<file path="src/rtl/mem_port_arbiter.sv">
// Arbitrates one asynchronous single-port SRAM between fetch and data ports.
// Sequences multi-cycle SRAM timing and stalls the pipeline until done.
module mem_port_arbiter #(
  parameter int ADDR_W      = 20,
  parameter int WAIT_CYCLES = 2
) (
  input  logic              clk,
  input  logic              rst,
  input  logic              if_ce,
  input  logic [31:0]       if_addr,
  output logic [31:0]       if_rdata,
  output logic              if_ready,
  input  logic              mem_oe,
  input  logic              mem_we,
  input  logic [31:0]       mem_addr,
  input  logic [31:0]       mem_wdata,
  input  logic [3:0]        mem_be,
  output logic [31:0]       mem_rdata,
  output logic              mem_ready,
  output logic              stall,
  output logic [ADDR_W-1:0] sram_addr,
  output logic [31:0]       sram_wdata,
  input  logic [31:0]       sram_rdata,
  output logic              sram_ce_n,
  output logic              sram_oe_n,
  output logic              sram_we_n,
  output logic [3:0]        sram_be_n
);

  typedef enum logic [1:0] {
    IDLE,
    D_ACC,
    I_ACC,
    DONE
  } state_t;

  localparam logic [3:0] WAIT_INIT = 4'(WAIT_CYCLES);

  state_t     state;
  logic [3:0] cnt;
  logic       fair;
  logic       is_wr;
  logic       serve_d;

  logic mem_req;
  logic grant_d;
  logic grant_i;

  assign mem_req = mem_oe | mem_we;
  assign grant_d = mem_req & (~if_ce | ~fair);
  assign grant_i = if_ce & ~grant_d;

  assign stall = (if_ce & ~if_ready) | (mem_req & ~mem_ready);

  // Address bits outside the SRAM word range are intentionally dropped.
  logic unused;
  assign unused = ^{if_addr[31:ADDR_W+2], if_addr[1:0],
                    mem_addr[31:ADDR_W+2], mem_addr[1:0]};

  always_ff @(posedge clk or posedge rst) begin
    if (rst) begin
      state      <= IDLE;
      cnt        <= '0;
      fair       <= 1'b0;
      is_wr      <= 1'b0;
      serve_d    <= 1'b0;
      sram_ce_n  <= 1'b1;
      sram_oe_n  <= 1'b1;
      sram_we_n  <= 1'b1;
      sram_be_n  <= 4'hF;
      sram_addr  <= '0;
      sram_wdata <= '0;
      if_rdata   <= '0;
      mem_rdata  <= '0;
      if_ready   <= 1'b0;
      mem_ready  <= 1'b0;
    end else begin
      if_ready  <= 1'b0;
      mem_ready <= 1'b0;
      unique case (state)
        IDLE: begin
          if (grant_d) begin
            state      <= D_ACC;
            serve_d    <= 1'b1;
            is_wr      <= mem_we;
            cnt        <= WAIT_INIT;
            sram_addr  <= mem_addr[ADDR_W+1:2];
            sram_wdata <= mem_wdata;
            sram_ce_n  <= 1'b0;
            sram_oe_n  <= mem_we;
            sram_we_n  <= ~mem_we;
            sram_be_n  <= mem_we ? ~mem_be : 4'h0;
          end else if (grant_i) begin
            state      <= I_ACC;
            serve_d    <= 1'b0;
            is_wr      <= 1'b0;
            fair       <= 1'b0;
            cnt        <= WAIT_INIT;
            sram_addr  <= if_addr[ADDR_W+1:2];
            sram_ce_n  <= 1'b0;
            sram_oe_n  <= 1'b0;
            sram_we_n  <= 1'b1;
            sram_be_n  <= 4'h0;
          end
        end
        D_ACC, I_ACC: begin
          if (cnt == 4'd0) begin
            state     <= DONE;
            sram_ce_n <= 1'b1;
            sram_oe_n <= 1'b1;
            sram_we_n <= 1'b1;
            sram_be_n <= 4'hF;
            if_ready  <= (state == I_ACC);
            mem_ready <= (state == D_ACC);
            if (!is_wr) begin
              if (state == I_ACC) if_rdata <= sram_rdata;
              else mem_rdata <= sram_rdata;
            end
          end else begin
            cnt <= cnt - 4'd1;
            // Release write strobe one cycle early for data hold.
            if (cnt == 4'd1) sram_we_n <= 1'b1;
          end
        end
        DONE: begin
          state <= IDLE;
          if (serve_d && if_ce) fair <= 1'b1;
        end
        default: state <= IDLE;
      endcase
    end
  end

endmodule
</file>
<file path="config.mk">
export PLATFORM = sky130hd
export DESIGN_NAME = mem_port_arbiter
export DESIGN_NICKNAME = d
export VERILOG_FILES = /design/src/rtl/mem_port_arbiter.sv
export SDC_FILE = /design/constraint.sdc
export NUM_CORES = 1
export LEC_CHECK = 0
export CAP_MARGIN = 40
export CORE_MARGIN = 8
export CORE_UTILIZATION = 44
export DETAILED_ROUTE_END_ITERATION = 7
export PLACE_DENSITY = 0.9
export SYNTH_ARGS = -nofsm -noshare
export SYNTH_HDL_FRONTEND = slang
export SYNTH_SLANG_ARGS = --single-unit
</file>
<file path="constraint.sdc">
create_clock -name clk -period 13.1 [get_ports clk]
set_input_delay 1.965 -clock clk [delete_from_list [all_inputs] [get_ports clk]]
set_output_delay 1.965 -clock clk [all_outputs]
set_load 0.01 [all_outputs]
</file>
==> flow_results.org <==
** Run status
- Status :: completed

** Route
- After detailed routing, the total wire length is 15700 um.
- DR DRC count :: 0
- 1st-pass router iterations :: 4
- Across all layers, the routed design uses 4046 vias.
- After detailed routing, the average wire length per cell comes to 19.2 um.
- Iteration-0 DRC count of the detailed router :: 168
- Post-route ant nets :: 0
- Vias per std cell :: 4.95

** Floorplanning
- The core region is 12500 um^2.
- Standard-cell row count :: 41
- Die extent in x :: 129 um
- Effective utilization at floorplan :: 0.446
- Die Y-Extent :: 129 um
- Total Die Area :: 16600 um^2
- Ports :: 263

** Run
- Reported max-cap violation count :: 0

** Worst setup path
- The slowest stage of the critical path is the sky130_fd_sc_hd__clkdlybuf4s50_1 cell.
- Worst Path Required :: 11.14 ns
- The largest single stage delay on the critical path is 0.65 ns.
- Data on the critical path arrives at its endpoint at 3.52 ns.
- By instance count, the cell type seen most on the critical path is sky130_fd_sc_hd__clkdlybuf4s50_1.
- Total number of cells along the worst setup path :: 4
- Reg-to-reg setup timing slack :: 10.59 ns
- Of all nets on the critical path, the largest fanout is 7.
- Worst Reg2Reg Path Length in Cells :: 6
- STA classifies the critical path endpoint as an output pin.
- Critical path buffers and inverters :: 3
- The endpoint identified for the worst register-to-register timing path is mem_rdata[7].
- The worst register-to-register path begins at state[0].
- Type of the setup path with the least slack :: in2out
- Category of the worst setup path launch point :: input port
- Ordered cell list for the critical path :: clkdlybuf4s50_1 > inv_1 > o22ai_1 > clkdlybuf4s50_1
- Family with the most delay on the worst path :: buffers and inverters

** STA
- Final Max Slew Viols :: 0
- On the final layout, the worst clock skew is 0.00513 ns.
- Timing would allow up to 0.182 GHz.
- The number of endpoints with negative hold slack in the final report was 0.
- Worst relative slew slack :: 0.415
- Shortest period the worst path allows :: 5.48 ns
- Setup repair after global routing left no endpoint under its margin.
- Minimum hold slack :: 0.480 ns
- Final setup vio count :: 0
- Setup total negative slack on the finished layout was measured at 0 ns.
- Actual transition at the worst max-transition pin :: 0.866 ns
- Of the available clock period, the critical path in the final layout requires 0.418.

** Final layout
- Counting the fill cells in the layout gives 874.
- In the final layout, the share of cells above drive strength 1 is 0.229.
- Highest-count cells in the layout ignoring fill and taps :: sky130_fd_sc_hd__clkdlybuf4s50_1, sky130_fd_sc_hd__dfrtp_1, sky130_fd_sc_hd__mux2_2, sky130_fd_sc_hd__mux2_4
- The library cell used most frequently in the layout, excluding fill and tap cells, is sky130_fd_sc_hd__clkdlybuf4s50_1.
- Relative to the synthesized area, the layout overhead comes to 57.4%.
- For this run, the post-layout net count is 780.
- The repair_antennas step left the layout with diodes totalling 0.

** Global route
- After global routing the overflow that remains totals 0.
- The initial antenna violation count was 0.
- Via count of the first global-routing pass :: 4612
- Total track usage :: 0.194
- Wire length of the first global-routing pass :: 24500 um
- Entering global routing, the biggest net connects 56 pins.

** Synth
- Synth Area per Inst :: 14.4 um^2
- Flip-flop and latch count after synthesis :: 134
- Cell area after technology mapping :: 5590 um^2
- Synth unique cells :: 32
- For this run, the register share of the synthesized area comes to 0.602.
- Synthesis produced a netlist with a net count of 534.
- Yosys Warn Count :: 0
- Cell count after synthesis :: 388

** Clock network
- TritonCTS built the clock tree.
- Clock-pin slew was measured on the worst setup and hold paths at 0.06 ns.
- # H-tree levels :: 4
- The root buffer cell chosen for the clock tree is sky130_fd_sc_hd__clkbuf_16.
- TritonCTS buffer count :: 17
- Worst-Skew Late Latency :: 0.41 ns
- After clock tree synthesis, the flow added hold-fix buffers numbering 0.
- Buffers added to address setup during post-CTS repair amount to 0.
- The longest clock path from root to sink contains 2 buffers.
- Counting every sink on the clock net gives 134.
- Resized Gates After CTS :: 0

** Pwr
- Total power per unit cell area :: 260 nW/um^2
- Overall power :: 2.29 mW
- Across the VDD grid, the largest voltage drop is 0.143 mV.
- The analysis attributes to cell leakage a power of 3.85 nW.

** Worst hold path
- Hold path endpoint :: sram_addr[7]
- Hold Path Cell Cnt :: 2
- Hold/Removal Path Class :: reg2reg
- Launch instance of the worst min-delay path :: sram_addr[7]

** Placed design
- During placement, the flow inserted port buffers numbering 238.
- The HPWL after detailed placement is 11900 um.
- Routability-driven placement finished with a final weighted congestion of 0.768.
## how the worst max path moves through the flow
stage,start,to,slack [ns]
after floorplan,rst,cnt[0],7.56
after global placement,if_ce,stall,7.63
after detailed placement,if_ce,stall,7.62
after CTS,if_ce,stall,7.62
after global routing,if_ce,stall,7.56
final,if_ce,stall,7.62
## cell type report
cell class,count,area (um^2),area share
tap,172,215,0.0245
multi-input combinational,228,2080,0.236
clock inverter,13,181,0.0206
timing repair buffer,245,2490,0.283
inverter,8,32.5,0.00370
sequential,134,3360,0.382
clock buffer,18,439,0.0499
## synth_stat cells (all sizes together)
cell type,n,area [um^2]
nand2,28,105
mux2i,22,220
nor3,1,5.00
o21ai,28,140
clkbuf,6,22.5
and3,2,12.5
or2,1,6.26
inv,8,30.0
nand2b,2,12.5
o22a,1,8.76
dfstp,7,184
a21o,1,7.51
mux2,97,1200
nor4b,1,8.76
ha,9,113
o21a,4,30.0
nor3b,1,12.5
o31ai,1,7.51
o22ai,2,12.5
or3,2,12.5
buf,12,111
a31oi,2,12.5
o32a,1,10.0
nor2,9,33.8
a21oi,7,35.0
a211oi,1,12.5
o211ai,4,30.0
or3b,1,8.76
dfrtp,127,3180
## worst reg2reg max path, stage by stage, from the launching register on
cell and delay [ns]:
sky130_fd_sc_hd__dfrtp_1 0.40, sky130_fd_sc_hd__inv_1 0.11, sky130_fd_sc_hd__ha_1 0.54, sky130_fd_sc_hd__nand2_1 0.12
sky130_fd_sc_hd__or3_2 0.63, sky130_fd_sc_hd__buf_12 0.27, sky130_fd_sc_hd__mux2_4 0.33
## sequential cells by signal, summed over array words and instances (netlist names), 2 cells and up
register	count
sram_addr	20
if_rdata	32
state	2
mem_rdata	32
sram_be_n	4
cnt	4
sram_wdata	32
## per-layer routing
layer / up-vias / GRT usage / share of wire / routed length (um)
met5: - / 0 / 0 / 0
met2: 195 / 0.322 / 0.49 / 7770
met1: 1960 / 0.205 / 0.37 / 5900
met3: 31 / 0.0902 / 0.10 / 1630
li1: 1860 / - / - / -
met4: 0 / 0.0940 / 0.027 / 431
## logic make-up (layout without fill, tap and decap cells)
family,Yosys count,count (layout),synth area share
AOI/OAI and AO/OA,52,52,0.0549
DFF,134,134,0.602
muxes,119,119,0.255
and+or+nand+nor,48,48,0.0390
adders and majority gates,9,9,0.0202
buffers and inverters,26,284,0.0293
## metrics by stage
step | setup WS [ns] | area [um^2] | util | instances
6_report | 7.62 | 8790 | 0.703 | 818
5_1_grt | 7.56 | 8790 | 0.703 | 818
4_1_cts | 7.62 | 8790 | 0.703 | 818
3_5_place_dp | 7.62 | 8170 | 0.653 | 787
3_3_place_gp | 7.63 | 8100 | 0.647 | 784
2_1_floorplan | 7.56 | 5590 | - | 388
## where the power goes
group	leakage, nW	switching, mW	internal (mW)
logic	1.98	0.421	0.615
registers	1.58	0.122	0.633
clock network	0.290	0.174	0.321
Note: power is estimated with default switching activity, not from simulation.
